===== src/rtl/mic_capture_ctrl.sv =====
// PDM microphone capture sequencer: divides clk down to mclk, waits out mic start-up,
// then packs micData into 16-bit words written to consecutive sample-RAM addresses.
module mic_capture_ctrl #(
  parameter int CLK_DIV = 32,
  parameter int WARMUP  = 1024,
  parameter int ADDR_W  = 10
) (
  input  logic              clk_i,
  input  logic              reset_i,
  input  logic              start_i,
  input  logic              stop_i,
  input  logic              micData_i,
  output logic              mclk_o,
  output logic              micLRSel_o,
  output logic              mem_we_o,
  output logic [ADDR_W-1:0] mem_addr_o,
  output logic [15:0]       mem_wdata_o,
  output logic              busy_o,
  output logic              done_o,
  output logic [ADDR_W:0]   words_o
);

  localparam int DIV_W = $clog2(CLK_DIV);
  localparam int WRM_W = (WARMUP > 1) ? $clog2(WARMUP) : 1;
  localparam logic [DIV_W-1:0]  DIV_LAST  = DIV_W'(CLK_DIV - 1);
  localparam logic [DIV_W-1:0]  DIV_HALF  = DIV_W'(CLK_DIV / 2);
  localparam logic [WRM_W-1:0]  WRM_LAST  = WRM_W'(WARMUP - 1);
  localparam logic [ADDR_W-1:0] WPTR_LAST = '1;

  typedef enum logic [1:0] {S_IDLE, S_WARMUP, S_CAPTURE, S_DONE} state_t;

  state_t              state_q, state_d;
  logic [DIV_W-1:0]    div_cnt_q, div_cnt_d;
  logic [WRM_W-1:0]    warm_cnt_q, warm_cnt_d;
  logic [3:0]          bit_cnt_q, bit_cnt_d;
  logic [14:0]         sreg_q, sreg_d;
  logic [ADDR_W-1:0]   wptr_q, wptr_d;
  logic [ADDR_W:0]     words_q, words_d;
  logic                mclk_q, mclk_d;
  logic                mem_we_q, mem_we_d;
  logic [ADDR_W-1:0]   mem_addr_q, mem_addr_d;
  logic [15:0]         mem_wdata_q, mem_wdata_d;

  logic run_q, run_d, strobe, word_done, idle_like;

  assign run_q     = (state_q == S_WARMUP) || (state_q == S_CAPTURE);
  assign run_d     = (state_d == S_WARMUP) || (state_d == S_CAPTURE);
  assign idle_like = (state_q == S_IDLE) || (state_q == S_DONE);
  // Strobe is the last high-phase clk of each mclk period, just before mclk falls.
  assign strobe    = run_q && (div_cnt_q == DIV_LAST);
  assign word_done = (state_q == S_CAPTURE) && strobe && (bit_cnt_q == 4'd15);

  always_ff @(posedge clk_i) begin
    if (reset_i) state_q <= S_IDLE;
    else         state_q <= state_d;
  end

  always_comb begin
    state_d = state_q;
    case (state_q)
      S_IDLE, S_DONE: if (start_i) state_d = S_WARMUP;
      S_WARMUP: begin
        if (stop_i)                                state_d = S_DONE;
        else if (strobe && warm_cnt_q == WRM_LAST) state_d = S_CAPTURE;
      end
      S_CAPTURE: if (stop_i || (word_done && wptr_q == WPTR_LAST)) state_d = S_DONE;
      default: state_d = S_IDLE;
    endcase
  end

  always_comb begin
    busy_o = run_q;
    done_o = (state_q == S_DONE);
  end

  always_comb begin
    div_cnt_d   = '0;
    warm_cnt_d  = warm_cnt_q;
    bit_cnt_d   = bit_cnt_q;
    sreg_d      = sreg_q;
    wptr_d      = wptr_q;
    words_d     = words_q;
    mem_we_d    = 1'b0;
    mem_addr_d  = mem_addr_q;
    mem_wdata_d = mem_wdata_q;
    if (run_q && run_d) div_cnt_d = (div_cnt_q == DIV_LAST) ? '0 : div_cnt_q + 1'b1;
    // mclk derives from the next divider value so both flops move together.
    mclk_d = (div_cnt_d >= DIV_HALF);
    if (state_q == S_WARMUP && strobe) warm_cnt_d = warm_cnt_q + 1'b1;
    if (state_q == S_CAPTURE && strobe) begin
      sreg_d    = {sreg_q[13:0], micData_i};
      bit_cnt_d = bit_cnt_q + 1'b1;
      if (word_done) begin
        mem_we_d    = 1'b1;
        mem_wdata_d = {sreg_q, micData_i};
        mem_addr_d  = wptr_q;
        words_d     = words_q + 1'b1;
        if (wptr_q != WPTR_LAST) wptr_d = wptr_q + 1'b1;
      end
    end
    if (state_d == S_DONE) bit_cnt_d = '0;
    if (idle_like && start_i) begin
      words_d    = '0;
      wptr_d     = '0;
      warm_cnt_d = '0;
      bit_cnt_d  = '0;
    end
  end

  always_ff @(posedge clk_i) begin
    if (reset_i) begin
      div_cnt_q   <= '0;
      warm_cnt_q  <= '0;
      bit_cnt_q   <= '0;
      sreg_q      <= '0;
      wptr_q      <= '0;
      words_q     <= '0;
      mclk_q      <= 1'b0;
      mem_we_q    <= 1'b0;
      mem_addr_q  <= '0;
      mem_wdata_q <= '0;
    end else begin
      div_cnt_q   <= div_cnt_d;
      warm_cnt_q  <= warm_cnt_d;
      bit_cnt_q   <= bit_cnt_d;
      sreg_q      <= sreg_d;
      wptr_q      <= wptr_d;
      words_q     <= words_d;
      mclk_q      <= mclk_d;
      mem_we_q    <= mem_we_d;
      mem_addr_q  <= mem_addr_d;
      mem_wdata_q <= mem_wdata_d;
    end
  end

  assign mclk_o      = mclk_q;
  assign micLRSel_o  = 1'b0;
  assign mem_we_o    = mem_we_q;
  assign mem_addr_o  = mem_addr_q;
  assign mem_wdata_o = mem_wdata_q;
  assign words_o     = words_q;

endmodule


===== config.mk =====
export PLATFORM = sky130hd
export DESIGN_NAME = mic_capture_ctrl
export DESIGN_NICKNAME = d
export VERILOG_FILES = /design/src/rtl/mic_capture_ctrl.sv
export SDC_FILE = /design/constraint.sdc
export NUM_CORES = 1
export LEC_CHECK = 0
export BUFFER_PORTS_ARGS = -buffer_cell sky130_fd_sc_hd__buf_2
export CORE_MARGIN = 2
export CORE_UTILIZATION = 40
export DETAILED_ROUTE_END_ITERATION = 8
export GPL_ROUTABILITY_DRIVEN = 0
export PLACE_DENSITY = 0.68
export SLEW_MARGIN = 20
export SYNTH_ARGS = -nofsm -noshare
export SYNTH_HDL_FRONTEND = slang
export SYNTH_SLANG_ARGS = --single-unit

===== constraint.sdc =====
create_clock -name clk_i -period 2.3 [get_ports clk_i]
set_input_delay 0 -clock clk_i [delete_from_list [all_inputs] [get_ports clk_i]]
set_output_delay 0 -clock clk_i [all_outputs]
set_load 0.005 [all_outputs]

==> impl_results.md, run 1 <==
- Clock sink count: 84
- Most common cell after layout, fill and taps aside: nand2_1
- Drt drc: 0
- R2R setup slack: -110 ps
- Relative slew slack: just under 60%
- Switching share of power: 27.2%
- Internal power: 0.00209 W
- Setup WS post-layout: -107 ps
- CP endpoint kind: register
- Crit path kind: register to register
- Synthesized flop and latch total: 84
- Synthesized instance count: 415
- Core ar.: 8300 um2
- Largest net degree at the start of global routing: 48
- Num CTS Buffers: 9
- Vias in the first global route: 2859
- Min Tclk post-route: about 2400 ps
- CP required: about 2600 ps
- Cell Area, Synth: between 3000 and 4000 um2
- Number of flops mapped to enable cells by yosys: 0
- WHS Endpoint: state_q[1]
- Drt total wl: 7690 um
- Max-slew violation count: 0
- Dominant cell type by area after synthesis: dfxtp_1
- Max-Cap Viols: 0
- Share of the synthesized area in the top cell type: 48.7%
- # port buffers: between 40 and 50
- Nets: roughly 500
- Storage cell area: 1690 um2
- I/O pin cnt: 47
- Reg-to-Reg End: div_cnt_q[2]
- Static leakage: 1.58 nW
- Area Growth Syn to Fin: 24.5%
- P_sw: 0.000783 W
- Failing checks: setup timing
- Highest clock rate: 0.416 GHz
- Fill count: 779
- Hold Path Stages: 3
- Largest cells by area after synthesis: dfxtp_1 (49%), nand2_1 (11%), a21oi_1 (8.1%)
- Reg-to-reg startpoint: div_cnt_q[0]
- Status: finished with violations
- Most frequent cells in the layout: nand2_1 (97), dfxtp_1 (81), a21oi_1 (51), buf_2 (45), buf_4 (27)
- Worst r2r path cells: 11
- Combinational Power Share: 14.7%
- Hold_sp: start_i
- Worst slew pin tran: between 600 and 700 ps
- Setup Skew: 11.4 ps
- Area of the multi-input gates: 1790 um2
- All-layer global routing usage: 16.1%
- Routed WL per cell: 13.0 um
- Via count: 3092
- Starting Density: roughly two fifths
- Synth async-reset ratio: 0%
- Antenna diodes: 0
- Clock Latency Late Sink: 350 ps
- Worst-path fanout max: 3
- Metal-1 WL: 3510 um
- Final Hold Vio Count: 0
- Hold WC Path Type: primary input to register
- Fraction of layout cells with a size suffix above 1: 24.5%
- Final instance area: 4300 um2
- Row count: 33
- Antenna viol nets, final: 0
- RSZ-0062 raised after global routing: yes
- Die span in x: between 90 and 100 um
- DRT iter0 DRCs: 122
- Power Total: ~0.0029 W
- Yosys warning count: 0
- Peak supply drop: 0.395 mV
- Die area: 9390 um2
- Synthesized Nets: 430
- Yosys cell types: 41
- Drt via density: 5.24
- Syn avg cell area: 8.32 um2
- Final core occ: 51.8%
- Reg power frac: 51.7%
- Met2 WL: 3800 um
- Post-synth top flop: dfxtp_1
- Fin crit share: 105%
- Startpoint Class: register
- Initial antenna violation count: 0
- DR top layer: met4
- GR Overflow Total: 0
- Htree depth: 3
- Post-synthesis sequential area ratio: 48.7%
- Worst Path Arrival: 2690 ps
- Pwr/cell area: 668 nW/um2
- First drt pass iteration count: 4
- Global-route wire length before repair: 12900 um
- Clk slew on worst S/H paths: 80 ps
- CTS tree: built
- Clock share of power: 33.7%
- Clock root cell: clkbuf_8
- Post-DP Area: 3920 um2
- Final setup violating endpoints: 8
- Die Height: 96.9 um
- Clock tree buffer depth: 2
- Detailed Place HPWL: 5170 um
- Met3 WL: 293 um
[metrics by stage]
step / hold WS (ps) / instances / setup slack [ps] / setup TNS (ps)
after detailed placement: 263 / 566 / -150 / -1110
after global placement: 263 / 566 / -57.6 / -261
after global routing: 50.7 / 590 / -241 / -1650
after floorplan: 136 / 415 / 13.0 / 0
after CTS: 9.17 / 587 / -100 / -315
final: 54.1 / 590 / -107 / -623
[registers in the layout (all words and copies together), names as in the netlist]
name and count:
bit_cnt_q 4, div_cnt_q 5, mem_addr_o 10, mem_wdata_o 16, mem_we_o 1, sreg_q 15
state_q 2, warm_cnt_q 10, words_o 11, wptr_q 10
[layout make-up]
| class | instances | area share [%] |
|---|---|---|
| multi-input combinational | 299 | 41.6 |
| timing repair buffer | 76 | 11.0 |
| inverter | 10 | 0.873 |
| clock inverter | 6 | 1.11 |
| tap | 105 | 3.06 |
| clock buffer | 10 | 3.20 |
| sequential | 84 | 39.2 |
[worst max-delay path by stage]
stage,startpoint,endpoint,slack [ps],depth (start not counted)
after floorplan,div_cnt_q[0],div_cnt_q[2],10,11
after global placement,div_cnt_q[1],div_cnt_q[3],-60,11
after detailed placement,div_cnt_q[1],div_cnt_q[2],-150,11
after CTS,div_cnt_q[0],div_cnt_q[2],-100,11
after global routing,div_cnt_q[0],div_cnt_q[0],-240,11
final,div_cnt_q[0],div_cnt_q[2],-110,11
[power groups by stage]
stage | Sequential (W) | Clock (W) | Combinational, W
5_1_grt | 0.00149 | 0.00106 | 0.000456
3_5_place_dp | 0.00151 | 0 | 0.000335
6_report | 0.00148 | 0.000967 | 0.000421
2_1_floorplan | 0.00152 | 0 | 0.000205
3_3_place_gp | 0.00151 | 0 | 0.000326
4_1_cts | 0.00148 | 0.00100 | 0.000384
[synthesized netlist by cell type (2+ instances only)]
| master | instances |
|---|---|
| a211oi_1 | 3 |
| a21oi_1 | 56 |
| a31oi_1 | 2 |
| a41o_1 | 2 |
| and2_1 | 3 |
| and3_1 | 3 |
| and4_1 | 2 |
| buf_2 | 4 |
| clkbuf_1 | 17 |
| dfxtp_1 | 84 |
| ha_1 | 10 |
| inv_1 | 10 |
| mux2i_1 | 3 |
| nand2_1 | 97 |
| nand2b_1 | 2 |
| nand3_1 | 8 |
| nand3b_1 | 3 |
| nand4_1 | 6 |
| nand4b_1 | 2 |
| nor2_1 | 25 |
| nor3_1 | 10 |
| nor4_1 | 6 |
| o21ai_0 | 8 |
| o31ai_1 | 5 |
| o41ai_1 | 2 |
| or3_1 | 9 |
| or4_1 | 3 |
| xnor2_1 | 12 |
| xor2_1 | 6 |
[metal layers]
layer  up-vias  global-route usage, %
met5         -                      0
met4         0                   3.79
met2        70                   27.8
met1      1459                   19.8
li1       1554                      -
met3         9                   4.91
[critical path, cell delays in order, from the launching register on]
cell and delay [ps]:
dfxtp_2 360, ha_4 130, and3_4 180, ha_4 130
nand4b_1 100, or4_1 430, a21oi_2 190, o31ai_2 100
ha_1 310, nor3b_4 200, nand2b_1 110, nor2_1 100
[cells by family after synthesis]
logic type,Yosys count,synth area share (%)
AO/OA/AOI/OAI,82,13.4
multiplexers,3,0.870
buffers and inverters,32,3.73
adder cells (fa/ha/maj),10,3.62
AND/OR/NAND/NOR,185,25.0
other,1,0.109
XOR/XNOR,18,4.57
flip-flops,84,48.7
[what timing repair did]
| item | CTS | global route |
|---|---|---|
| hold endpoints to repair | 2 | 0 |
| pin swaps | 4 | 12 |
| hold buffers | 1 | 0 |
| setup buffers | 4 | 3 |
| setup endpoints to repair | 11 | 9 |
| resized for setup | 7 | 18 |
(Power assumes the default switching activity.)
==> run 2: changes to the inputs <==
==> constraint.sdc (replaced) <==
create_clock -name clk_i -period 2.3 [get_ports clk_i]
set_input_delay 0.345 -clock clk_i [delete_from_list [all_inputs] [get_ports clk_i]]
set_output_delay 0.345 -clock clk_i [all_outputs]
set_load 0.005 [all_outputs]
==> impl_results.md, run 2 (synthesis gave the netlist of run 1 again) <==
- Clk slew on worst S/H paths: 90 ps
- Met3 WL: 287 um
- Status: finished with violations
- All-layer global routing usage: 16.1%
- Failing checks: setup timing
- Die Height: a little under 100 um
- Final setup violating endpoints: 8
- Final core occ: roughly half
- DRT iter0 DRCs: 150
- Clock Latency Late Sink: 350 ps
- Most frequent cells in the layout: nand2_1 (97), dfxtp_1 (81), a21oi_1 (51), buf_2 (45), buf_4 (27)
- WP buf/inv: 0
- Highest clock rate: roughly 0.42 GHz
- Setup WS post-layout: -105 ps
- Drt total wl: between 7000 and 8000 um
- Worst r2r path cells: 11
- Largest net degree at the start of global routing: 48
- Setup TNS: -616 ps
- Hold WC Path Type: primary input to register
- Drt drc: 0
- Worst slew pin tran: 627 ps
- Worst-path fanout max: 3
- I/O pin cnt: 47
- Die span in x: 96.9 um
- Crit path kind: register to register
- Global-route wire length before repair: 12900 um
- First drt pass iteration count: 4
- CP Launch Point: div_cnt_q[0]
- Min Tclk post-route: 2410 ps
- Clock sink count: 84
- Most common cell after layout, fill and taps aside: nand2_1
- Detailed Place HPWL: 5170 um
- Row count: 33
- R2R setup slack: -110 ps
- Setup Skew: 11.5 ps
- Starting Density: 41.6%
- Pwr/cell area: 670 nW/um2
- Via count: 3087
- Fraction of layout cells with a size suffix above 1: between 20% and 30%
- Reg-to-Reg End: div_cnt_q[2]
- Worst Path Arrival: 2690 ps
- CP required: between 2000 and 3000 ps
- Initial antenna violation count: 0
- GR Overflow Total: 0
- CP endpoint kind: register
- Clock root cell: clkbuf_8
- Htree depth: 3
- Core ar.: 8300 um2
- Area Growth Syn to Fin: 24.2%
- Nets: 494
- Num CTS Buffers: 9
- Startpoint Class: register
- DR top layer: met4
- Routed WL per cell: 13.1 um
- Static leakage: 1.58 nW
- Fin crit share: 105%
- Worst slack, placed: -150 ps
- Met2 WL: roughly 3800 um
- Die area: 9390 um2
- Peak supply drop: 0.395 mV
- Post-DP Area: slightly below 4000 um2
- Antenna diodes: 0
- Metal-1 WL: 3530 um
- RSZ-0062 raised after global routing: yes
- Critical Path Sink: div_cnt_q[2]
- Max-Cap Viols: 0
- CP most frequent cell: ha_4
- Final instance area: about 4300 um2
- CP cell instances: ha_4, and3_4, ha_4, nand4b_1, or4_1, a21oi_2, o31ai_2, ha_1, nor3b_4, nand2b_1, nor2_1
- Top delay family on crit path: simple AND/OR/NAND/NOR gates
- Max reg flops: 16
- CTS tree: built
- Max stage delay cell, worst path: or4_1
- Vias in the first global route: 2856
- # port buffers: 45
- Max-slew violation count: 0
- Antenna viol nets, final: 0
- Slowest stage delay, CP: 430 ps
- Crit path depth: 11
- Reg-to-reg startpoint: div_cnt_q[0]
- Drt via density: 5.24
- Relative slew slack: between 50% and 60%
- Final Hold Vio Count: 0
- Clock tree buffer depth: 2
==> run 2: worst min-delay path by stage <==
| stage | startpoint | end | slack [ps] | cells past startpoint |
|---|---|---|---|---|
| floorplan | div_cnt_q[0] | div_cnt_q[0] | 400 | 1 |
| CTS | micData_i | mem_wdata_o[0] | 220 | 3 |
| global route | micData_i | mem_wdata_o[0] | 220 | 3 |
| finish | micData_i | sreg_q[0] | 240 | 3 |
| global placement | mem_wdata_o[15] | mem_wdata_o[15] | 440 | 2 |
| detailed placement | mem_wdata_o[4] | mem_wdata_o[4] | 440 | 2 |
==> run 2: where the power goes <==
part,internal (W),leakage (nW),switching [W]
logic,0.000189,0.816,0.000231
registers,0.00147,0.678,0.0000126
clock network,0.000429,0.0815,0.000540
==> run 2: area by class of cell <==
type                            count  area [um2]
Timing Repair Buffer               75         462
Fill cell                         779        4010
Multi-Input combinational cell    299        1790
Clock inverter                      6        47.5
Clock buffer                       10         138
Tap cell                          105         131
Inverter                           10        37.5
Sequential cell                    84        1690
==> run 2: per-layer routing <==
layer | up-vias | track usage [%]
li1 | 1552 | -
met1 | 1458 | 19.8
met2 | 68 | 27.8
met3 | 9 | 4.84
met4 | 0 | 3.79
met5 | - | 0
==> run 2: what timing repair did <==
item	CTS	global route
hold buffers	0	0
endpoints found under the setup margin	11	9
buffers inserted	4	3
gates resized for setup	7	18
pin swaps	4	12
endpoints found under the hold margin	0	0
==> run 2: per-stage QoR <==
step	hold WS, ps	power [W]	std cells
2_1_floorplan	397	0.00173	415
3_3_place_gp	440	0.00184	566
3_5_place_dp	444	0.00185	566
4_1_cts	223	0.00287	586
5_1_grt	225	0.00300	589
6_report	240	0.00287	589
==> run 2: worst min-delay path, cell delays in order <==
cell and delay, ps:
buf_2 100, nand2_1 50, a21oi_1 50
==> run 3: changes to the inputs <==
Settings changed: MAX_ROUTING_LAYER set to met4.
==> impl_results.md, run 3 (synthesis gave the netlist of run 1 again) <==
- Status: finished with violations
- Failing checks: setup timing
- Largest net degree at the start of global routing: 48
- Row count: 33
- All-layer global routing usage: 16.6%
- Starting Density: 41.6%
- Drt via density: 5.21
- Detailed Place HPWL: 5170 um
- Setup WS post-layout: -110 ps
- Final Hold Vio Count: 0
- Slowest stage delay, CP: 430 ps
- Worst slew pin tran: about 630 ps
- Setup Skew: 12.0 ps
- Area Growth Syn to Fin: 24.2%
- Antenna viol nets, final: 0
- Fin crit share: 105%
- Hold WC Path Type: primary input to register
- DRT iter0 DRCs: 142
- Highest clock rate: 0.415 GHz
- Clock sink count: 84
- Max-slew violation count: 0
- Worst r2r path cells: 11
- Startpoint Class: register
- Min Tclk post-route: 2410 ps
- Initial antenna violation count: 0
- Pwr/cell area: 671 nW/um2
- Clock Latency Late Sink: 350 ps
- Htree depth: 3
- Num CTS Buffers: 9
- CP required: 2580 ps
- Final setup violating endpoints: 8
- Crit path kind: register to register
- Clock tree buffer depth: 2
- Max reg flops: 16
- RSZ-0062 raised after global routing: yes
- GR Overflow Total: 0
- Vias in the first global route: 2849
- Clk slew on worst S/H paths: 90 ps
- Non-Filler Instances: ~600
- Met1 Resource Use GR: around a fifth
- CTS tree: built
- Antenna diodes: 0
- Die area: 9390 um2
- CP endpoint kind: register
- Nets: ~490
- Static leakage: 1.58 nW
- Drt total wl: 7680 um
- M2 GR Usage: 27.8%
- Max-Cap Viols: 0
- Met3 Use GR: under 10%
- Global-route wire length before repair: 12900 um
- I/O pin cnt: between 40 and 50
- Core ar.: 8300 um2
- Most common cell after layout, fill and taps aside: nand2_1
- Max stage delay cell, worst path: or4_1
- First drt pass iteration count: 4
- Worst Path Arrival: 2690 ps
- Hold-fix buffers at CTS: 0
- Fill count: 779
- # port buffers: 45
- Most frequent cells in the layout: nand2_1 (97), dfxtp_1 (81), a21oi_1 (51), buf_2 (45), buf_4 (27)
- Inst Count DP: 566
- Relative slew slack: around three fifths
- Fraction of layout cells with a size suffix above 1: between 20% and 30%
- Routed WL per cell: about 13 um
- Worst-path fanout max: 3
- Final Hold Slack: ~240 ps
- Clock root cell: clkbuf_8
- Gr busiest metal: met2
- Die Height: ~97 um
- CP cell instances: ha_4, and3_4, ha_4, nand4b_1, or4_1, a21oi_2, o31ai_2, ha_1, nor3b_4, nand2b_1, nor2_1
- Drt drc: 0
- CP most frequent cell: ha_4
- Peak supply drop: between 0.3 and 0.4 mV
- Hold Path Stages: 3
- Die span in x: 96.9 um
- Via count: 3071
## run 3: where the power goes
| group | internal, W | switching [W] |
|---|---|---|
| clock network | 0.000429 | 0.000543 |
| registers | 0.00147 | 0.0000126 |
| logic | 0.000189 | 0.000231 |
| total | 0.00209 | 0.000787 |
## run 3: worst paths after layout
kind	to	slack [ps]	from
worst max-delay path	div_cnt_q[2]	-110	div_cnt_q[0]
worst min-delay path	sreg_q[0]	240	micData_i
worst max register to register	div_cnt_q[2]	-110	div_cnt_q[0]
worst min register to register	mem_wdata_o[4]	450	mem_wdata_o[4]
## run 3: cell type report
| cell class | instances | area (um2) | share of cell area, % |
|---|---|---|---|
| multi-input combinational | 299 | 1790 | 41.7 |
| sequential | 84 | 1690 | 39.3 |
| clock inverter | 6 | 47.5 | 1.11 |
| clock buffer | 10 | 138 | 3.21 |
| tap | 105 | 131 | 3.06 |
| timing repair buffer | 75 | 462 | 10.8 |
| inverter | 10 | 37.5 | 0.875 |
## run 3: layer usage
metal,vias to the layer above,share of wire (%)
li1,1550,-
met1,1447,46
met2,65,49
met3,9,3.5
met4,0,1.0
met5,-,0
## run 3: worst max-delay path, delay by kind of cell, from the launching register on
kind | cells | cell delay (ps)
AO/OA/AOI/OAI | 2 | 290
flip-flops | 1 | 360
adder cells (fa/ha/maj) | 3 | 570
AND/OR/NAND/NOR | 6 | 1120
## run 3: repair_timing
item / 4_1_cts / 5_1_grt
resized for setup: 7 / 18
pin swaps: 4 / 12
setup endpoints to repair: 11 / 9
buffers inserted: 4 / 3
## run 3: stage by stage
stage                     total power, W  utilization (%)  worst slack (ps)  TNS [ps]  area (um2)
after detailed placement         0.00185             47.2              -150     -1110        3920
final                            0.00288             51.7              -110      -643        4290
after floorplan                  0.00173                -              13.0         0        3480
after global routing             0.00300             51.7              -241     -1650        4290
after CTS                        0.00287             50.3              -100      -315        4180
after global placement           0.00184             47.2             -57.6      -261        3920
